**config.mk**
```make
export PLATFORM = sky130hd
export DESIGN_NAME = cdb_arbiter
export DESIGN_NICKNAME = d
export VERILOG_FILES = /design/src/rtl/cdb_arbiter.sv
export SDC_FILE = /design/constraint.sdc
export NUM_CORES = 1
export LEC_CHECK = 0
export CAP_MARGIN = 20
export CORE_MARGIN = 5
export CORE_UTILIZATION = 30
export DETAILED_ROUTE_END_ITERATION = 16
export GPL_TIMING_DRIVEN = 0
export PLACE_DENSITY = 0.51
export SYNTH_ARGS = -nofsm -noshare
export SYNTH_HDL_FRONTEND = slang
export SYNTH_SLANG_ARGS = --single-unit
```
**constraint.sdc**
```tcl
create_clock -name clk -period 3.8 [get_ports clk]
set_input_delay 0.76 -clock clk [delete_from_list [all_inputs] [get_ports clk]]
set_output_delay 0.76 -clock clk [all_outputs]
set_load 0.01 [all_outputs]
```
**src/rtl/cdb_arbiter.sv**
```systemverilog
// Common data bus arbiter: per-source result FIFOs for the ALU and LSB, round-robin
// grant, one registered broadcast per cycle to the RS, LSB and ROB.
module cdb_arbiter #(
   parameter int DEPTH = 4,
   parameter int ROB_W = 4
) (
   input  logic             clk,
   input  logic             rst,
   input  logic             rdy,
   input  logic             rollback,
   input  logic             alu_config,
   input  logic [31:0]      alu_val,
   input  logic [ROB_W-1:0] alu_rob_entry,
   input  logic             lsb_config,
   input  logic [31:0]      lsb_val,
   input  logic [ROB_W-1:0] lsb_rob_entry,
   output logic             cdb_config,
   output logic [31:0]      cdb_val,
   output logic [ROB_W-1:0] cdb_rob_entry,
   output logic             alu_full,
   output logic             lsb_full,
   output logic             overflow
);

   localparam int PTR_W = $clog2(DEPTH);
   localparam int CNT_W = PTR_W + 1;
   localparam logic [CNT_W-1:0] CNT_ONE  = CNT_W'(1);
   localparam logic [CNT_W-1:0] CNT_MAX  = CNT_W'(DEPTH);
   localparam logic [CNT_W-1:0] CNT_HIGH = CNT_W'(DEPTH - 1);
   localparam logic [PTR_W-1:0] PTR_ONE  = PTR_W'(1);
   localparam logic SRC_ALU = 1'b0;
   localparam logic SRC_LSB = 1'b1;

   // Index 0 is the ALU, index 1 is the LSB.
   logic [31:0]      q_val [2][DEPTH];
   logic [ROB_W-1:0] q_tag [2][DEPTH];
   logic [PTR_W-1:0] head [2];
   logic [PTR_W-1:0] tail [2];
   logic [CNT_W-1:0] count [2];
   logic             last_grant;

   logic [1:0]       in_cfg;
   logic [31:0]      in_val [2];
   logic [ROB_W-1:0] in_tag [2];
   logic [1:0]       nonempty, cand, pop, push_ok, drop;
   logic             any_cand, win;
   logic [31:0]      win_val;
   logic [ROB_W-1:0] win_tag;

   always_comb begin
      in_cfg    = {lsb_config, alu_config};
      in_val[0] = alu_val;
      in_val[1] = lsb_val;
      in_tag[0] = alu_rob_entry;
      in_tag[1] = lsb_rob_entry;
      nonempty  = '0;
      cand      = '0;
      pop       = '0;
      push_ok   = '0;
      drop      = '0;
      for (int s = 0; s < 2; s++) begin
         nonempty[s] = (count[s] != '0);
         cand[s]     = nonempty[s] | in_cfg[s];
      end
      any_cand = |cand;
      // Under contention the source that did not win last time takes the bus.
      if (cand[0] && cand[1]) win = ~last_grant;
      else                    win = cand[1] ? SRC_LSB : SRC_ALU;
      if (nonempty[win]) begin
         win_val = q_val[win][head[win]];
         win_tag = q_tag[win][head[win]];
      end else begin
         win_val = in_val[win];
         win_tag = in_tag[win];
      end
      for (int s = 0; s < 2; s++) begin
         logic granted, push_req;
         granted    = any_cand && (win == 1'(s));
         pop[s]     = granted && nonempty[s];
         push_req   = in_cfg[s] && !(granted && !nonempty[s]);
         push_ok[s] = push_req && ((count[s] != CNT_MAX) || pop[s]);
         drop[s]    = push_req && (count[s] == CNT_MAX) && !pop[s];
      end
   end

   assign alu_full = (count[0] >= CNT_HIGH);
   assign lsb_full = (count[1] >= CNT_HIGH);

   always_ff @(posedge clk or posedge rst) begin
      if (rst) begin
         cdb_config    <= 1'b0;
         cdb_val       <= '0;
         cdb_rob_entry <= '0;
         last_grant    <= SRC_LSB;
         overflow      <= 1'b0;
         for (int s = 0; s < 2; s++) begin
            head[s]  <= '0;
            tail[s]  <= '0;
            count[s] <= '0;
         end
      end else if (rollback) begin
         cdb_config <= 1'b0;
         last_grant <= SRC_LSB;
         for (int s = 0; s < 2; s++) begin
            head[s]  <= '0;
            tail[s]  <= '0;
            count[s] <= '0;
         end
      end else if (rdy) begin
         cdb_config <= any_cand;
         if (any_cand) begin
            cdb_val       <= win_val;
            cdb_rob_entry <= win_tag;
            last_grant    <= win;
         end
         if (|drop) overflow <= 1'b1;
         for (int s = 0; s < 2; s++) begin
            if (pop[s])     head[s] <= head[s] + PTR_ONE;
            if (push_ok[s]) tail[s] <= tail[s] + PTR_ONE;
            if (push_ok[s] && !pop[s])      count[s] <= count[s] + CNT_ONE;
            else if (pop[s] && !push_ok[s]) count[s] <= count[s] - CNT_ONE;
         end
      end
   end

   // Storage needs no reset: count/pointers define which slots are live.
   always_ff @(posedge clk) begin
      if (!rst && !rollback && rdy) begin
         for (int s = 0; s < 2; s++) begin
            if (push_ok[s]) begin
               q_val[s][tail[s]] <= in_val[s];
               q_tag[s][tail[s]] <= in_tag[s];
            end
         end
      end
   end

endmodule

```
* Word-level counts from Yosys, hierarchy flattened
Memory sizes are Yosys's and may differ from the RTL's.
Cells that the tools add are included.
** Storage, ports and cells
- Output and inout port bits :: 40
- Word-level logic and storage cells :: 155
- Input bits :: 78
- RAM bits :: 288
- Memories kept :: 2
- Bits in registers :: 53
** Cells by class
- Add/sub/neg operators :: 8
- Bitwise operators :: 9
- Magnitude comparators :: 9
- Mux-type cells :: 56
- Eq/ne operators :: 4
- Reductions and logical operators :: 56
** Memory list
- q_val :: words 2, width 128, rd ports 1, clocked after Yosys merged registers in 0, wr ports 2, line 35 : logic [31:0] q_val [2][DEPTH];
- q_tag :: words 2, width 16, rd ports 1, clocked after Yosys merged registers in 0, wr ports 2, line 36 : logic [ROB_W-1:0] q_tag [2][DEPTH];
** Operator list (number)
- 128-bit 2-to-1 mux :: 2
- 32-bit 2-to-1 mux :: 8
- 32-bit demux with 2-bit select :: 2
- 32-bit binary-select mux with 2-bit select :: 1
- 4-bit 2-to-1 mux :: 12
- 16-bit 2-to-1 mux :: 2
- 1-bit logical AND :: 23
- 4-bit demux with 2-bit select :: 2
- 2-bit 2-to-1 mux :: 7
- 2-bit AND reduction :: 7
- 1-bit 2-to-1 mux :: 13
- 3-bit 2-to-1 mux :: 4
- 6-bit 2-to-1 mux :: 2
- 2-bit nonzero test :: 6
- 3-bit nonzero test :: 4
- 1-bit zero test :: 10
- 3-bit >= comparator (second input constant) :: 3
- 2-bit NOT with 3-bit output :: 3
- 2-bit by 1-bit adder with 2-bit output (second input constant) :: 4
- 4-bit binary-select mux with 2-bit select :: 1
- 3-bit by 1-bit adder with 3-bit output (second input constant) :: 2
- 3-bit equality test (second input constant) :: 2
- 3-bit by 2-bit >= comparator with 1-bit output (second input constant) :: 2
- 3-bit by 1-bit < comparator with 1-bit output (second input constant) :: 2
- other kinds (10) :: 18

* Depth between registers and ports, before layout
Gate-level depths: netlist of the first run.
- Depth in word-level cells :: 16
- Gate-level depth with buffers :: 8
- Gate-level depth less buffers :: 6

* Worst setup path after synthesis of the first run
OpenSTA, ideal clock, no wires.
- Kind :: input-to-reg
- From :: input lsb_config
- To :: memory q_tag[0][0] (netlist name), enable pin
- Library setup time :: 397 ps
- Path buffers :: 2
- Arrival :: 3002 ps
- Slack :: 402 ps
- Cell stages on the path :: 6
- Required time :: 3403 ps
- Cells stage by stage :: or4_1 -> buf_2 -> and3_1 -> buf_2 -> nor4b_1 -> and2_1
** RTL lines
- from (decl) :: line 14 : input logic lsb_config,
- to (decl) :: line 36

==> summary.txt, run 1 <==
Status -> complete, no violations
Final Critical Period -> 3466 ps
Drt pass-1 iters -> 5
Final setup violation count -> 0
Die width -> 223.6 um
PwrDens -> 543.5 nW/um^2
Number of synthesized flops with an enable pin -> 288
Vias in the first global route -> 8,003
Fin crit share -> 91.22%
Largest cells by area after synthesis -> edfxtp_1 (63%), mux4_2 (12%), dfrtp_1 (9.5%)
Setup Skew -> 19.60 ps
Vias -> 7,665
DR WL/cell -> 23.96 um
Startpoint class of the critical path -> input pin
Global-route usage over all layers -> 14.27%
Post-CTS setup buffers -> 0
Syn nets -> 814
NetSw -> 2.243 mW
Post-Route WL -> 36.40 mm
Worst IR drop on VDD -> 0.0002347 V
Combinational Power Share -> 15.1%
RePlAce Congestion -> 0.7012
Die Height -> 223.6 um
CTS Buf Count -> 36
Post-synthesis sequential area ratio -> 72.89%
Initial antenna violation count -> 1
Worst EP arrival -> 3670 ps
Setup ws final -> 333.7 ps
Synth Register Bits -> 341
CTS Sinks -> 341
Congestion Overflow GR -> 0
Clock Path Buffers -> 3
Post-cts sizing count -> 0
Cells along the critical path -> clkdlybuf4s50_1, or4_1, buf_2, and3_1, buf_2, nor4b_1, and2_2, buf_12
Ports -> 118
Net count, final -> 979
First-pass GRT wire length -> 53.37 mm
P&R area growth vs syn -> 24.20%
Unrepaired setup endpoints after global routing -> false
DRC -> 0
CTS tree -> done
Mapped Area -> 13,690 um^2
Predominant post-synthesis flop cell -> edfxtp_1
Num rows -> 78
Largest area contributor in the netlist -> edfxtp_1
Worst path slowest cell -> and2_2
Ant. Diodes -> 0
Max-cap viol count -> 0
Starting density of the core -> 30.22%
Clk_lat worst skew -> 520 ps
CP Class -> in -> reg
Post-DP Area -> 15,810 um^2
H-Tree Level Count -> 2
Post-route ant nets -> 0
Hold_buf cts -> 0
CP dominant cell by count -> buf_2
Worst Path Required -> 4000 ps
Ys Warns -> 0
LEAKAGE -> 5.607 nW
Pre-CTS setup slack -> -231.6 ps
Die area -> 49,990 um^2
Share of cells above drive strength 1 -> 18.06%
Max Freq -> 0.2885 GHz
Final Max Tran Viols -> 0
Final Hold Viols -> 0
Clock power share -> 37.6%
Largest net degree at the start of global routing -> 53
Max-slew headroom -> 27.97%
Actual slew at the worst max-slew pin -> 1079 ps
Via/cell ratio -> 5.046
Internal power -> 6.995 mW
Crit path max fanout -> 20
Yosys top cell area share -> 63.19%
Hold WC Path Type -> in -> async
Async S/R FF share, synth -> 15.54%
Syn Area/Cell -> 18.85 um^2
Non-Filler Cell Area, Final -> 17,000 um^2
Critical Path Max Stage Delay -> 620 ps
Synth Instances -> 726
Core area -> 45,280 um^2
Port bufs -> 116
Clk root buf -> clkbuf_16
DP HPWL -> 23.29 mm
Clock Pin Slew Worst Setup and Hold Paths -> 60 ps
Distinct cell type count after synthesis -> 50
Drt first-iter violations -> 630
Register share of total power -> 47.2%
Crit path capture type -> register
Switching part of the total -> 24.28%
## path summary, 6_finish.rpt
| kind | startpoint | to | slack [ps] | depth (start not counted) |
|---|---|---|---|---|
| worst max-delay path | lsb_config | q_val[0][59]$_DFFE_PP_ | 330 | 8 |
| worst min-delay path | rst | tail[0]$_DFFE_PP0P_ | 480 | 2 |
| worst max register to register | count[1]$_DFFE_PP0P_ | q_val[0][59]$_DFFE_PP_ | 600 | 7 |
| worst min register to register | overflow$_DFFE_PP0P_ | overflow$_DFFE_PP0P_ | 480 | 1 |
| max in group asynchronous | rst | last_grant$_DFFE_PP1P_ | 2780 | 3 |
| min in group clk | overflow$_DFFE_PP0P_ | overflow$_DFFE_PP0P_ | 480 | 1 |
## stage by stage
step                cells  power, mW  TNS [ps]  utilization (%)  hold slack, ps
floorplan             726      5.121         0                -           513.4
global placement     1442      5.837   -252240            34.45           464.4
detailed placement   1452      5.858    -18260            34.91           465.4
CTS                  1518      9.367         0            37.51           456.5
global route         1519      9.614         0            37.54           495.2
finish               1519      9.238         0            37.54           478.3
## synth_stat cells (all sizes together) (2+ instances only)
master and number:
clkbuf 29, nor3 4, a21o 4, inv 13, a21oi 7, o2111ai 2
nand3 3, mux2i 37, mux2 3, buf 19, and2 5, nor4 3
or4 4, and3 6, nor4b 3, o211ai 2, dfrtp 52, xor2 4
nand4 2, o22ai 37, a211oi 3, a221oi 36, edfxtp 288, ha 8
nor2 50, mux4 72, or3 2, nand2b 3, o31ai 3, nand2 5
fa 2
## state kept, by name (all words and copies together), names as in the netlist
signal / cells
cdb_val: 32
overflow: 1
cdb_rob_entry: 4
cdb_config: 1
head: 4
tail: 4
q_tag: 32
last_grant: 1
count: 6
q_val: 256
## kinds of logic (layout without fill, tap and decap cells)
kind of cell | count (synthesis) | after routing | synth area share, %
mux | 112 | 112 | 14.80
xor+xnor | 4 | 4 | 0.2559
fa+ha+maj | 10 | 10 | 1.024
flops | 341 | 341 | 72.89
compound gates | 104 | 104 | 5.814
simple gates | 94 | 94 | 3.401
buf+inv | 61 | 254 | 1.819
## power groups by stage
stage / sequential [mW] / clock [mW] / combinational, mW
floorplan: 4.47 / 0 / 0.651
global placement: 4.45 / 0 / 1.39
detailed placement: 4.44 / 0 / 1.41
CTS: 4.37 / 3.58 / 1.42
global route: 4.38 / 3.72 / 1.51
finish: 4.36 / 3.48 / 1.40
## layout make-up
cell class	count	area (um^2)
fillers	4224	28280
flip-flops and latches	341	9976
well taps	600	750.7
clock inverters	13	123.9
repair buffers	127	1368
clock buffers	53	1057
multi-input cells	324	3472
inverters	13	51.30
plain buffers	48	200.2
## layer usage
metal | global-route usage, % | vias to the layer above | routed length (um)
li1 | - | 3345 | -
met1 | 20.62 | 4018 | 16600
met2 | 22.62 | 256 | 17060
met3 | 3.027 | 44 | 2236
met4 | 2.747 | 2 | 484
met5 | 0 | - | 13
## critical path: cells and delay by family
kind	cells	cell delay, ps
buf+inv	4	1110
simple gates	4	1770
## cells in the final DEF (no fill, tap or decap), types with 12 or more instances in the layout
cell type and instances:
a221oi_1 36, buf_2 13, clkbuf_1 39, clkbuf_16 38
clkdlybuf4s50_1 116, dfrtp_1 52, edfxtp_1 288, inv_1 12
mux2i_1 37, mux4_2 72, nor2_1 50, o22ai_1 37
No activity file was read; power rests on OpenSTA's default activity.
==> run 2, diff against run 1 <==
--- a/config.mk
+++ b/config.mk
@@ -7,10 +7,10 @@
 export LEC_CHECK = 0
 export CAP_MARGIN = 20
 export CORE_MARGIN = 5
-export CORE_UTILIZATION = 30
+export CORE_UTILIZATION = 25
 export DETAILED_ROUTE_END_ITERATION = 16
 export GPL_TIMING_DRIVEN = 0
-export PLACE_DENSITY = 0.51
+export PLACE_DENSITY = 0.45
 export SYNTH_ARGS = -nofsm -noshare
 export SYNTH_HDL_FRONTEND = slang
 export SYNTH_SLANG_ARGS = --single-unit
==> run 2 against run 1 <==
Against the previous run: critical path depth did not move; worst hold slack better by 39 ps; clock skew down 7.5 ps; final cell count rose by 6.6%; setup slack worse by 49 ps; first-iteration DRC count rose by 8.7%; core utilization is 5.7 points lower; sequential power is essentially flat.
==> summary.txt, run 2 (synthesis gave the netlist of run 1 again) <==
Status -> complete, no violations
Fin crit share -> 92.50% (+1.3 points)
Via/cell ratio -> 4.706 (-6.7%)
Worst IR drop on VDD -> 0.0002537 V (+8.1%)
DR WL/cell -> 23.62 um (-1.4%)
Hold_buf cts -> 0 (unchanged)
Drt pass-1 iters -> 5 (unchanged)
Starting density of the core -> 25.33% (-4.9 points)
Post-Route WL -> 38.24 mm (+5.1%)
Setup Skew -> 12.10 ps (-7.505 ps)
Max Freq -> 0.2845 GHz (-1.4%)
Ant. Diodes -> 0 (unchanged)
P&R area growth vs syn -> 25.59%
Sum Neg Setup Slack -> 0 ps (unchanged)
Max-cap viol count -> 0 (unchanged)
Final Max Tran Viols -> 0 (unchanged)
PwrDens -> 550.7 nW/um^2 (+1.3%)
Ports -> 118 (unchanged)
First-pass GRT wire length -> 56.19 mm (+5.3%)
Final setup violation count -> 0 (unchanged)
Worst EP arrival -> 3740 ps (+70 ps)
Clk root buf -> clkbuf_16
Met3 Use GR -> 2.697% (-0.33 points)
Die Height -> 244.0 um (+9.1%)
Die area -> 59,530 um^2 (+19%)
Die width -> 244.0 um (+9.1%)
Area of the multi-input gates -> 3472 um^2 (unchanged)
Port bufs -> 116 (unchanged)
Unrepaired setup endpoints after global routing -> false
Actual slew at the worst max-slew pin -> 997.8 ps (-80.74 ps)
CTS tree -> done
Net count, final -> 982 (+0.31%)
Global-route usage over all layers -> 12.69% (-1.6 points)
Final Hold Viols -> 0 (unchanged)
Cell count of the worst reg-to-reg path -> 7 (unchanged)
CTS Sinks -> 341 (unchanged)
Commonest non-fill, non-tap cells in the layout -> edfxtp_1 (288), clkdlybuf4s50_1 (116), mux4_2 (72), dfrtp_1 (52), nor2_1 (50)
Drt first-iter violations -> 685 (+8.7%)
Commonest non-fill, non-tap cell in the layout -> edfxtp_1
Initial antenna violation count -> 1 (unchanged)
Worst path slowest cell -> and2_2
H-Tree Level Count -> 2 (unchanged)
Core area -> 54,030 um^2 (+19%)
Clock Path Buffers -> 3 (unchanged)
Hold Crit Depth -> 1
Post-CTS setup buffers -> 0 (unchanged)
Vias in the first global route -> 8,118 (+1.4%)
CP dominant cell by count -> buf_2
DRC -> 0 (unchanged)
Met2 usage -> 20.39% (-2.2 points)
Hold WC Path Type -> reg -> reg
RePlAce Congestion -> 0.7461 (+6.4%)
Final Critical Period -> 3515 ps (+48.59 ps)
Final Non-Filler Cells -> 1,619 (+6.6%)
Congestion Overflow GR -> 0 (unchanged)
Max-slew headroom -> 33.36% (+5.4 points)
DP HPWL -> 24.77 mm (+6.4%)
Fill cells -> 5,237 (+24%)
Startpoint class of the critical path -> input pin
Share of cells above drive strength 1 -> 18.42% (+0.36 points)
Clk_lat worst skew -> 530 ps (about the same)
Placed cells -> 1,548 (+6.6%)
Crit path max fanout -> 20 (unchanged)
Number of flip-flops in the largest register -> 256 (unchanged)
Post-route ant nets -> 0 (unchanged)
Critical Path Max Stage Delay -> 650 ps (+30 ps)
Worst Path Required -> 4020 ps (+20 ps)
Gr busiest metal -> met2
CTS Buf Count -> 40 (+11%)
Clock Pin Slew Worst Setup and Hold Paths -> 60 ps (about the same)
Total power -> 9.465 mW (+2.5%)
Num rows -> 85 (+9.0%)
Vias -> 7,619 (-0.60%)
Largest net degree at the start of global routing -> 38 (-28%)
CP Class -> in -> reg
Crit path capture type -> register
LEAKAGE -> 5.637 nW (+0.54%)
GR Util met1 -> 17.81% (-2.8 points)
Post-cts sizing count -> 0 (unchanged)
Cells along the critical path -> clkdlybuf4s50_1, or4_1, buf_2, and3_1, buf_2, nor4b_1, and2_2, buf_12
Register area -> 9976 um^2 (unchanged)
run 2: changes by cell type in the layout (fill, tap and decap cells not counted):
cell / delta
clkbuf_8: -3
clkinv_2: +2
clkinv_1: +4
bufinv_16: +1
clkinv_8: -1
clkinv_4: +1
clkbuf_1: -4
buf_6: -1
clkinvlp_4: +2
clkbuf_16: +3
run 2: per-stage QoR:
step	utilization (%)	hold WS, ps	cell area (um^2)	setup WS, ps
2_1_floorplan	-	513.4	13690	401.6
3_3_place_gp	29.09	469.5	15720	-1316
3_5_place_dp	29.48	509.6	15930	-284.4
4_1_cts	31.82	537.3	17190	273.3
5_1_grt	31.82	576.4	17190	94.89
6_report	31.82	517.3	17190	285.2
run 2: final timing paths:
kind,slack [ps],to,from
min in group asynchronous,570,tail[0]$_DFFE_PP0P_,rst
worst max-delay path,290,q_val[0][13]$_DFFE_PP_,lsb_config
worst min-delay path,520,overflow$_DFFE_PP0P_,overflow$_DFFE_PP0P_
max in group asynchronous,2650,last_grant$_DFFE_PP1P_,rst
worst max register to register,560,q_val[0][13]$_DFFE_PP_,count[1]$_DFFE_PP0P_
worst min register to register,520,overflow$_DFFE_PP0P_,overflow$_DFFE_PP0P_
run 2: worst max-delay path, delay by kind of cell:
family	cells	cell delay (ps)
buffers and inverters	4	1130
and+or+nand+nor	4	1820
run 2: layer usage:
| layer | share of wire (%) | vias to the layer above |
|---|---|---|
| li1 | - | 3346 |
| met1 | 46 | 4018 |
| met2 | 47 | 200 |
| met3 | 5.4 | 53 |
| met4 | 1.8 | 2 |
| met5 | 0.018 | - |
run 2: cell type report:
class / count / share of cell area, %
sequential: 341 / 58.04
clock inverter: 22 / 1.085
multi-input combinational: 324 / 20.20
timing repair buffer: 126 / 7.891
tap: 696 / 5.066
inverter: 13 / 0.2984
buffer: 48 / 1.165
clock buffer: 49 / 6.260
run 2: power by group:
part / internal [mW] / switching [mW]
Clock: 2.21 / 1.49
Sequential: 4.24 / 0.127
Combinational: 0.684 / 0.720
